File: config.mk
export PLATFORM = sky130hd
export DESIGN_NAME = rx_shift_sequencer
export DESIGN_NICKNAME = d
export VERILOG_FILES = /design/src/rtl/rx_shift_sequencer.sv
export SDC_FILE = /design/constraint.sdc
export NUM_CORES = 1
export LEC_CHECK = 0
export ABC_AREA = 1
export CORE_UTILIZATION = 50
export DETAILED_ROUTE_END_ITERATION = 10
export GPL_ROUTABILITY_DRIVEN = 0
export GPL_TIMING_DRIVEN = 0
export PLACE_DENSITY = 0.82
export SETUP_SLACK_MARGIN = 0.2
export SYNTH_ARGS = -nofsm -noshare
export SYNTH_HDL_FRONTEND = slang
export SYNTH_SLANG_ARGS = --single-unit
export TNS_END_PERCENT = 10
File: constraint.sdc
create_clock -name clk -period 1.73 [get_ports clk]
set_clock_uncertainty 0.2 [all_clocks]
set_input_delay 0.173 -clock clk [delete_from_list [all_inputs] [get_ports clk]]
set_output_delay 0.173 -clock clk [all_outputs]
set_load 0.05 [all_outputs]
File: src/rtl/rx_shift_sequencer.sv
// USB RX shift-register sequencer: bit gating, unstuffing, SYNC check, byte/EOP framing.
// Optional macro RX_TIMEOUT_EN adds an idle-bit timeout that forces ERR.
`timescale 1ns/1ps
module rx_shift_sequencer #(
    parameter logic [7:0]  SYNC_BYTE = 8'h80,
    parameter int unsigned STUFF_LEN = 6,
    parameter int unsigned MAX_BYTES = 67,
    localparam int unsigned BC_W     = $clog2(MAX_BYTES + 1)
`ifdef RX_TIMEOUT_EN
    , parameter int unsigned TIMEOUT_CYCLES = 64
`endif
) (
    input  logic            clk,
    input  logic            n_rst,
    input  logic            i_start_detect,
    input  logic            i_bit_strobe,
    input  logic            i_d_bit,
    input  logic            i_eop,
    input  logic [7:0]      i_rx_byte,
    output logic            o_shift_enable,
    output logic            o_byte_ready,
    output logic            o_packet_done,
    output logic            o_receiving,
    output logic            o_rx_error,
    output logic [BC_W-1:0] o_byte_count
);
    localparam int unsigned ONES_W = $clog2(STUFF_LEN + 1);

    typedef enum logic [2:0] {S_IDLE, S_SYNC, S_CHK, S_RECV, S_ERR} state_t;

    state_t              r_state, w_state_nxt;
    logic [2:0]          r_bit_cnt, w_bit_cnt_nxt;
    logic [ONES_W-1:0]   r_ones_cnt, w_ones_cnt_nxt;
    logic [BC_W-1:0]     r_byte_count, w_byte_count_nxt;
    logic                r_rx_error, w_rx_error_nxt;
    logic                r_byte_ready, w_byte_ready_nxt;
    logic                r_packet_done, w_packet_done_nxt;
    logic                r_receiving, w_receiving_nxt;
    logic                w_active, w_sync_ok, w_accept, w_stuff_err, w_shift, w_timeout;

    assign w_active  = (r_state == S_SYNC) || (r_state == S_CHK) || (r_state == S_RECV);
    assign w_sync_ok = (i_rx_byte == SYNC_BYTE);

`ifdef RX_TIMEOUT_EN
    localparam int unsigned IDLE_W = $clog2(TIMEOUT_CYCLES);
    logic [IDLE_W-1:0] r_idle_cnt;

    assign w_timeout = (r_idle_cnt == IDLE_W'(TIMEOUT_CYCLES - 1));

    // Cycles since the last strobe while a packet is in flight
    always_ff @(posedge clk or negedge n_rst) begin
        if (!n_rst) begin
            r_idle_cnt <= '0;
        end else if (!w_active || i_bit_strobe) begin
            r_idle_cnt <= '0;
        end else if (!w_timeout) begin
            r_idle_cnt <= r_idle_cnt + IDLE_W'(1);
        end
    end
`else
    assign w_timeout = 1'b0;
`endif

    always_ff @(posedge clk or negedge n_rst) begin
        if (!n_rst) begin
            r_state       <= S_IDLE;
            r_bit_cnt     <= '0;
            r_ones_cnt    <= '0;
            r_byte_count  <= '0;
            r_rx_error    <= 1'b0;
            r_byte_ready  <= 1'b0;
            r_packet_done <= 1'b0;
            r_receiving   <= 1'b0;
        end else begin
            r_state       <= w_state_nxt;
            r_bit_cnt     <= w_bit_cnt_nxt;
            r_ones_cnt    <= w_ones_cnt_nxt;
            r_byte_count  <= w_byte_count_nxt;
            r_rx_error    <= w_rx_error_nxt;
            r_byte_ready  <= w_byte_ready_nxt;
            r_packet_done <= w_packet_done_nxt;
            r_receiving   <= w_receiving_nxt;
        end
    end

    always_comb begin
        w_state_nxt       = r_state;
        w_bit_cnt_nxt     = r_bit_cnt;
        w_ones_cnt_nxt    = r_ones_cnt;
        w_byte_count_nxt  = r_byte_count;
        w_rx_error_nxt    = r_rx_error;
        w_byte_ready_nxt  = 1'b0;
        w_packet_done_nxt = 1'b0;
        w_accept          = 1'b0;
        w_stuff_err       = 1'b0;
        w_shift           = 1'b0;

        // Bit acceptance; eop masks the strobe, a failed SYNC check blocks shifting
        if (w_active && !i_eop && i_bit_strobe && !((r_state == S_CHK) && !w_sync_ok)) begin
            if (r_ones_cnt == ONES_W'(STUFF_LEN)) begin
                if (i_d_bit) begin
                    w_stuff_err = 1'b1;
                end else begin
                    w_ones_cnt_nxt = '0;
                end
            end else begin
                w_accept       = 1'b1;
                w_shift        = 1'b1;
                w_ones_cnt_nxt = i_d_bit ? r_ones_cnt + ONES_W'(1) : '0;
                w_bit_cnt_nxt  = r_bit_cnt + 3'd1;
            end
        end

        case (r_state)
            S_IDLE: begin
                if (i_start_detect) begin
                    w_state_nxt      = S_SYNC;
                    w_rx_error_nxt   = 1'b0;
                    w_byte_count_nxt = '0;
                    w_bit_cnt_nxt    = '0;
                    w_ones_cnt_nxt   = '0;
                end
            end
            S_SYNC: begin
                if (i_eop || w_stuff_err) begin
                    w_state_nxt = S_ERR;
                end else if (w_accept && (r_bit_cnt == 3'd7)) begin
                    w_state_nxt = S_CHK;
                end
            end
            S_CHK, S_RECV: begin
                if ((r_state == S_CHK) && !w_sync_ok) begin
                    w_state_nxt = S_ERR;
                end else begin
                    w_state_nxt = S_RECV;
                    if (i_eop) begin
                        if (r_bit_cnt == 3'd0) begin
                            w_packet_done_nxt = 1'b1;
                            w_state_nxt       = S_IDLE;
                        end else begin
                            w_state_nxt = S_ERR;
                        end
                    end else if (w_stuff_err) begin
                        w_state_nxt = S_ERR;
                    end else if (w_accept && (r_bit_cnt == 3'd7)) begin
                        if (r_byte_count == BC_W'(MAX_BYTES)) begin
                            w_state_nxt = S_ERR;
                        end else begin
                            w_byte_ready_nxt = 1'b1;
                            w_byte_count_nxt = r_byte_count + BC_W'(1);
                        end
                    end
                end
            end
            S_ERR: begin
                if (i_eop) begin
                    w_state_nxt = S_IDLE;
                end
            end
            default: w_state_nxt = S_IDLE;
        endcase

        if (w_timeout && w_active && !i_eop && !i_bit_strobe) begin
            w_state_nxt = S_ERR;
        end
        if (w_state_nxt == S_ERR) begin
            w_rx_error_nxt = 1'b1;
        end
        w_receiving_nxt = (w_state_nxt == S_SYNC) || (w_state_nxt == S_CHK) ||
                          (w_state_nxt == S_RECV);
    end

    assign o_shift_enable = w_shift;
    assign o_byte_ready   = r_byte_ready;
    assign o_packet_done  = r_packet_done;
    assign o_receiving    = r_receiving;
    assign o_rx_error     = r_rx_error;
    assign o_byte_count   = r_byte_count;
endmodule

# Yosys cells after proc, flatten, opt, wreduce, memory -nomap -nowiden
# Index checks and enable logic that the tools add are counted.
op_classes:
  addsub: 3
  eq_ne: 18
  muxes: 46
  reduce_logical: 21
op_table:
  columns: ["operator", "n"]
  rows:
  - ["$mux 3", 20]
  - ["$mux 7", 6]
  - ["$mux 1", 18]
  - ["$pmux 7 s2", 1]
  - ["$eq 3x2->1 const B", 4]
  - ["$eq 3x3->1 const B", 4]
  - ["$ne 2x2->1 const B", 6]
  - ["$pmux 3 s4", 1]
  - ["$eq 8x8->1 const B", 1]
  - ["$add 7x1->7 const B", 1]
  - ["$eq 7x7->1 const B", 1]
  - ["$reduce_and 7->1", 1]
  - ["$add 3x1->3 const B", 2]
  - ["$eq 3x1->1 const B", 2]
  - ["$logic_not 3->1", 2]
  - ["$reduce_bool 2->1", 3]
  - ["$logic_and 1x1->1", 5]
  - ["$logic_or 1x1->1", 5]
  - ["$logic_not 1->1", 3]
  - ["$reduce_and 2->1", 1]
  - ["$reduce_or 2->1", 1]
word_totals:
  reg_bits: 20
  inputBits: 14
  output_inout_bits: 12
  wordCells: 96

# Depth between registers and ports, before layout
# Gate-level depths: netlist (run 1).
logic_depth:
  word_depth: 16
  depth_mapped: 11
  mapped_depth_nobuf: 11

# Worst setup path after synthesis (run 1)
# Ideal clock, no wire load.
synth_timing:
  path_kind: "register -> register"
  start: "reg r_byte_count[0], in the netlist o_byte_count[0]"
  end: "reg r_byte_count[6], in the netlist o_byte_count[6]"
  setup_time_ns: 0.067
  arrival_time_ns: 1.597
  t_required_ns: 1.463
  slack_ns: -0.134
  path_stages_with_launch: 9
  path_buffers: 0
  period_less_slack_ns: 1.864
  cell_sequence: "dfrtp_1 ha_1 nand3_1 nor2_1 nand2_1 xor2_1 nor2_1 nand2_1 nand2_1"
synth_between:
  elab_chain_len: 7
  word_cells_on_any_way: 10
  classes_between: "1 x add/sub; 2 x eq/ne; 6 x mux; 1 x reduce/logical"
synth_rtl:
  columns: ["item", "line_no", "rtl"]
  rows:
  - ["start, declared", "34", "logic [BC_W-1:0] r_byte_count, w_byte_count_nxt;"]
  - ["start signal, assigned", "78", "r_byte_count <= w_byte_count_nxt;"]
  - ["$add 7x1->7", "150", "w_byte_count_nxt = r_byte_count + BC_W'(1);"]
  - ["$mux 7", "146", "if (r_byte_count == BC_W'(MAX_BYTES)) begin"]
  - ["$mux 7", "145", "end else if (w_accept && (r_bit_cnt == 3'd7)) begin"]
  - ["$mux 7", "143", "end else if (w_stuff_err) begin"]
  - ["$mux 7", "136", "if (i_eop) begin"]
  - ["$mux 7", "132", "if ((r_state == S_CHK) && !w_sync_ok) begin"]
  - ["$pmux 7 s2", "114", "case (r_state)"]
# Several ways; a longest one is shown, not always the timed one. The select of a mux whose other input is x is not followed.
# A chain may end at the register's enable or synchronous reset.

# Worst setup path in the final report (run 1)
layout_timing:
  start: "reg r_state[1]"
  end: "out o_shift_enable"
layout_between:
  elab_chain_len: 7
  word_cells_on_any_way: 11
  classes_between: "3 x eq/ne; 1 x mux; 7 x reduce/logical"
layout_rtl:
  columns: ["item", "line_no", "rtl"]
  rows:
  - ["start, declared", "31", "state_t r_state, w_state_nxt;"]
  - ["start signal, assigned", "75", "r_state <= w_state_nxt;"]
  - ["$eq 3x1->1 or $eq 3x2->1 (tied branches)", "41, 99", null]
  - ["$logic_or 1x1->1 (2 in series)", "41", "assign w_active = (r_state == S_SYNC) || (r_state == S_CHK) || (r_state == S_RECV);"]
  - ["$logic_and 1x1->1 (2 in series)", "99", "if (w_active && !i_eop && i_bit_strobe && !((r_state == S_CHK) && !w_sync_ok)) begin"]
  - ["$logic_and 1x1->1 *", "99", null]
  - ["$mux 1 *", "99", null]
  - ["end, declared", "20", "output logic o_shift_enable,"]
# Every way passes the cells marked *; elsewhere a longest branch is shown, timed or not.

==> results.toml, run 1 <==
[run_status]
run_status = "complete, but fails checks"
failed_checks = "setup timing"

[yosys]
syn_area_um2 = 1210
synthesis.area_per_instance_um2 = 7.57
synth_cell_type_count = 24
ys_ff_latch = 20
count_of_flip_flops_with_a_built_in_enable_after_synthesis = 0
synth.yosys.warnings = 0
seq_area_frac_synth = 0.413
synth_async_sr_flop_share = 1.00
post_synthesis_cells = 160
syn_nets = 180
predominant_post_synthesis_flop_cell = "dfrtp_1"

[critical_path]
end_kind = "primary output"
critPathSlowestCell = "dfrtp_2"
r2r_start = "r_state[1]"
worst_setup_path_startpoint = "r_state[1]"
timing.critical_path.buf_inv = 4
critPathKind = "reg2out"
path_delay_family = "flip-flops"
worstPathMaxFanout = 3
timing.reg2reg.worst_path_depth = 10
rr_endpoint = "o_receiving"
cp_cell_sequence = "nor2_2, inv_2, nand3_2, inv_2, nand3_4, clkinvlp_4, buf_8"
cp_common_cell = "inv_2"
r2r_setup_slk_ns = -0.06
required_ns = 1.36
cp_data_arrival_time_ns = 1.45
slowest_delay_ns = 0.46
worst_setup_path_start_kind = "flop"

[global_route]
maximum_number_of_pins_on_one_net_before_global_route_repair = 21
globalRouteOverflowTotal = 0
grt_first_pass_wirelength_um = 5070
antenna_found_initial = 0
vias_in_the_first_global_route = 1178
grt_usage = 0.267

[job]
max_cap_violations = 0

[routing]
drt_wl_total_um = 3100
route.antenna.remaining_nets = 0
vias_per_cell = 5.19
detail_route.first_pass.iterations = 4
num_vias = 1193
route.detailed.drc = 0
detail_route.iter0.violations = 24
avgRoutedWirePerCell_um = 13.5

[sta]
finalWorstSetupSlack_ns = -0.0898
fmax_mhz = 550
setup_viol_count_final = 12
finalMaxSlewViolations = 0
worst_slew_margin_rel = 0.393
final.min_clock_period_ns = 1.82
worstMarginPinSlew_ns = 0.908
final_min_period_over_clock_period = 1.05
final-hold-violation-count = 0
unrepaired_setup_endpoints_after_global_routing = "yes"

[die]
rows = 17
ioPinCount = 26
fp.dieW_um = 51.2
core_um2 = 2250
die_footprint_um2 = 2620
initial_core_util = 0.537
die_h_um = 51.2

[layout]
num-nets-final = 223
finalCoreUtilization = 0.741
area_delta_synth_final_pct = 38.0
layout_commonest_cell = "nand2_1"
final_layout_size_suffix_gt1_frac = 0.287
antenna_cells = 0
nFillCells = 167
final_cell_mix = "nand2_1 (35), inv_1 (21), nor2_1 (19), dfrtp_1 (17), nand3_1 (14)"

[cts]
cts.htree.levels = 1
tritoncts.num_buffers = 3
worst_skew_pair.late_latency_ns = 0.31
total_of_hold_buffers_inserted_after_clock_tree_synthesis = 0
clock_path_buffers = 2
cts.root.buffer_cell = "clkbuf_4"
cts.sinks = 20
cts_clk_pin_slew_worst_paths_ns = 0.12
tritoncts = "built"

[power_and_ir_drop]
maximum_ir_drop_on_the_vdd_rail_uv = 976
power.static_leakage_nw = 0.850
powerDensity_nw_per_um2 = 966
post-layout-total-power_mw = 1.61

[placement]
dpl_worst_slack_ns = -0.707
post_dp_hpwl_um = 1920
portBuffers = 25

[min_path]
worst_hold_path_type = "in2async"
## cells by family (layout without fill, tap and decap cells)
| kind of cell | Yosys count | in the layout | share of synthesized area |
|---|---|---|---|
| AOI/OAI and AO/OA | 14 | 14 | 0.0610 |
| xor gates and xnor gates | 4 | 4 | 0.0289 |
| adders and majority gates | 6 | 6 | 0.0620 |
| buffers and inverters | 28 | 69 | 0.0888 |
| DFF | 20 | 20 | 0.413 |
| and+or+nand+nor | 88 | 89 | 0.346 |
## how the worst max path moves through the flow
stage	cells past startpoint	to	slack (ns)
2_1_floorplan	8	r_ones_cnt[0]	0.06
3_3_place_gp	8	o_shift_enable	-0.66
3_5_place_dp	7	o_shift_enable	-0.71
4_1_cts	7	o_shift_enable	-0.06
5_1_grt	9	o_receiving	-0.17
6_report	7	o_shift_enable	-0.09
## power breakdown
| group | total, mW | internal (mW) | switching, mW |
|---|---|---|---|
| logic | 0.733 | 0.290 | 0.443 |
| clock network | 0.280 | 0.129 | 0.151 |
| registers | 0.601 | 0.547 | 0.0540 |
## Yosys cell counts, types with 2 or more instances
| cell | count | area [um2] |
|---|---|---|
| nand2_1 | 38 | 143 |
| inv_1 | 23 | 86.3 |
| nor2_1 | 22 | 82.6 |
| dfrtp_1 | 20 | 500 |
| nand3_1 | 16 | 80.1 |
| a21oi_1 | 6 | 30.0 |
| ha_1 | 6 | 75.1 |
| o21ai_0 | 6 | 30.0 |
| inv_2 | 3 | 11.3 |
| xor2_1 | 3 | 26.3 |
| nand2_4 | 2 | 22.5 |
| nand3_4 | 2 | 35.0 |
| nand4_1 | 2 | 12.5 |
## layer usage
layer  track usage  routed length, um  vias up
met1         0.326               1320      545
met2         0.447               1530       48
met5             0                  0        -
li1              -                  -      591
met3        0.0446                156        9
met4         0.144                 84        0
## repair_timing
action / in CTS / in global routing
resized for setup: 43 / 21
setup buffers: 10 / 2
pin swaps: 10 / 10
setup endpoints to repair: 28 / 29
gates cloned: 1 / 0
## sequential cells by signal, indices dropped and copies added, names as in the netlist
name / count
o_byte_count: 7
o_byte_ready: 1
o_rx_error: 1
r_bit_cnt: 3
r_ones_cnt: 3
o_receiving: 1
o_packet_done: 1
r_state: 3
## cell type report
type                    count  area, um2  area share
multi-input cells         113        674       0.403
inverters                  27        106      0.0636
repair buffers             37        304       0.182
flip-flops and latches     20        504       0.302
plain buffers               1       11.3     0.00674
well taps                  28       35.0      0.0210
clock buffers               4       36.3      0.0217
## metrics by stage
| stage | cells | TNS [ns] | instance area, um2 | hold slack (ns) |
|---|---|---|---|---|
| floorplan | 160 | 0 | 1230 | -0.323 |
| global placement | 213 | -2.68 | 1520 | 0.290 |
| detailed placement | 213 | -3.58 | 1520 | 0.294 |
| CTS | 228 | -0.348 | 1680 | 0.194 |
| global route | 230 | -1.77 | 1670 | 0.244 |
| finish | 230 | -0.391 | 1670 | 0.158 |
No activity file was read; power rests on OpenSTA's default activity.
==> run 2, diff against run 1 <==
--- a/config.mk
+++ b/config.mk
@@ -7,6 +7,7 @@
 export LEC_CHECK = 0
 export ABC_AREA = 1
 export CORE_UTILIZATION = 50
+export CTS_CLUSTER_SIZE = 14
 export DETAILED_ROUTE_END_ITERATION = 10
 export GPL_ROUTABILITY_DRIVEN = 0
 export GPL_TIMING_DRIVEN = 0
==> results of run 2 <==
No change in the layout: final DEF, timing and power equal those of run 1.
==> run 3, diff against run 2 <==
--- a/config.mk
+++ b/config.mk
@@ -11,6 +11,7 @@
 export DETAILED_ROUTE_END_ITERATION = 10
 export GPL_ROUTABILITY_DRIVEN = 0
 export GPL_TIMING_DRIVEN = 0
+export MAX_ROUTING_LAYER = met4
 export PLACE_DENSITY = 0.82
 export SETUP_SLACK_MARGIN = 0.2
 export SYNTH_ARGS = -nofsm -noshare
==> results.toml, run 3 (synthesis gave the netlist of run 1 again) <==
[run_status]
run_status = "complete, but fails checks"
failed_checks = "setup timing"

[layout]
final_layout_size_suffix_gt1_frac = 0.287
multi_input_comb_area_um2 = 674
antenna_cells = 0
final-seq-area_um2 = 504
non_filler_cells_final = 230
finalCoreUtilization = 0.741
num-nets-final = 223
nFillCells = 167
final_cell_mix = "nand2_1 (35), inv_1 (21), nor2_1 (19), dfrtp_1 (17), nand3_1 (14)"
layout_commonest_cell = "nand2_1"
largest_register_ff_count = 7
area_delta_synth_final_pct = 38.0

[critical_path]
cp_cell_sequence = "nor2_2, inv_2, nand3_2, inv_2, nand3_4, clkinvlp_4, buf_8"
r2r_setup_slk_ns = -0.07
r2r_start = "r_state[1]"
cp_common_cell = "inv_2"
cp_data_arrival_time_ns = 1.44
worst_setup_path_start_kind = "flop"
rr_endpoint = "o_receiving"
critPathKind = "reg2out"
required_ns = 1.36
slowest_delay_ns = 0.46
timing.reg2reg.worst_path_depth = 10
critPathSlowestCell = "dfrtp_2"
end_kind = "primary output"
worstPathMaxFanout = 3

[sta]
finalWorstSetupSlack_ns = -0.0843
setup_viol_count_final = 12
final-hold-violation-count = 0
worstMarginPinSlew_ns = 0.907
finalMaxSlewViolations = 0
final.min_clock_period_ns = 1.81
final_min_period_over_clock_period = 1.05
worst_slew_margin_rel = 0.394
fmax_mhz = 551
unrepaired_setup_endpoints_after_global_routing = "yes"

[routing]
route.detailed.drc = 0
route.antenna.remaining_nets = 0
detail_route.first_pass.iterations = 5
detail_route.iter0.violations = 24
num_vias = 1192
drt_wl_total_um = 3080
vias_per_cell = 5.18
avgRoutedWirePerCell_um = 13.4

[global_route]
globalRouteOverflowTotal = 0
vias_in_the_first_global_route = 1181
antenna_found_initial = 0
maximum_number_of_pins_on_one_net_before_global_route_repair = 21
grt_first_pass_wirelength_um = 5080
grt.met3_usage = 0.0446
met2_usage = 0.445
grt_usage = 0.274
groute.layer.met1.usage = 0.328
gr_peak_layer = "met2"

[power_and_ir_drop]
powerDensity_nw_per_um2 = 963
maximum_ir_drop_on_the_vdd_rail_uv = 976
power.static_leakage_nw = 0.850

[cts]
cts.sinks = 20
total_of_hold_buffers_inserted_after_clock_tree_synthesis = 0
clock_path_buffers = 2
tritoncts.num_buffers = 3
cts_clk_pin_slew_worst_paths_ns = 0.12
cts.root.buffer_cell = "clkbuf_4"
worst_skew_pair.late_latency_ns = 0.31
cts.htree.levels = 1
tritoncts = "built"

[placement]
post_dp_hpwl_um = 1920
dpl_worst_slack_ns = -0.707
place_inst = 213
portBuffers = 25

[die]
fp.dieW_um = 51.2
core_um2 = 2250
die_h_um = 51.2
die_footprint_um2 = 2620
initial_core_util = 0.537
rows = 17
ioPinCount = 26

[min_path]
worst_hold_path_type = "in2async"

[job]
max_cap_violations = 0
-- run 3: cell counts in the layout (fill, tap and decap cells not counted) --
Identical to the previous run, type by type.
-- run 3: how the worst max path moves through the flow --
stage	from	endpoint	slack [ns]	cells after the start
2_1_floorplan	r_state[2]	r_ones_cnt[0]	0.06	8
3_5_place_dp	i_eop	o_shift_enable	-0.71	7
4_1_cts	r_state[2]	o_shift_enable	-0.06	7
3_3_place_gp	i_rx_byte[7]	o_shift_enable	-0.66	8
5_1_grt	r_state[2]	o_receiving	-0.17	9
6_report	r_state[1]	o_shift_enable	-0.08	7
-- run 3: cell type report --
type,count,share of cell area
multi-input cells,113,0.403
flip-flops and latches,20,0.302
repair buffers,37,0.182
inverters,27,0.0636
clock buffers,4,0.0217
well taps,28,0.0210
plain buffers,1,0.00674
-- run 3: worst max-delay path, delay by kind of cell, from the launching register on --
family	cells	cell delay (ns)
buffers and inverters	4	0.36
flip-flops	1	0.46
AND/OR/NAND/NOR	3	0.31
-- run 3: per-layer routing --
| layer | up-vias | wire [um] |
|---|---|---|
| li1 | 592 | - |
| met1 | 541 | 1340 |
| met2 | 50 | 1510 |
| met3 | 9 | 160 |
| met4 | 0 | 74 |
| met5 | - | 0 |
-- run 3: repair_timing --
| action | 4_1_cts | 5_1_grt |
|---|---|---|
| buffers inserted | 10 | 2 |
| cloned | 1 | 0 |
| endpoints found under the setup margin | 28 | 29 |
| gates resized for setup | 43 | 21 |
| pin swaps | 10 | 10 |
-- run 3: stage by stage --
step / hold slack (ns) / setup TNS (ns) / power (mW) / instance area (um2)
2_1_floorplan: -0.323 / 0 / 0.976 / 1230
3_3_place_gp: 0.290 / -2.68 / 1.13 / 1520
3_5_place_dp: 0.294 / -3.58 / 1.16 / 1520
4_1_cts: 0.194 / -0.348 / 1.56 / 1680
5_1_grt: 0.244 / -1.77 / 1.70 / 1670
6_report: 0.163 / -0.427 / 1.61 / 1670
-- run 3: power by group --
part           switching [mW]  internal, mW  total [mW]  leakage [nW]
logic                   0.441         0.290       0.731         0.564
registers              0.0543         0.547       0.602         0.265
clock network           0.148         0.129       0.277        0.0210
total                   0.644         0.966        1.61         0.850
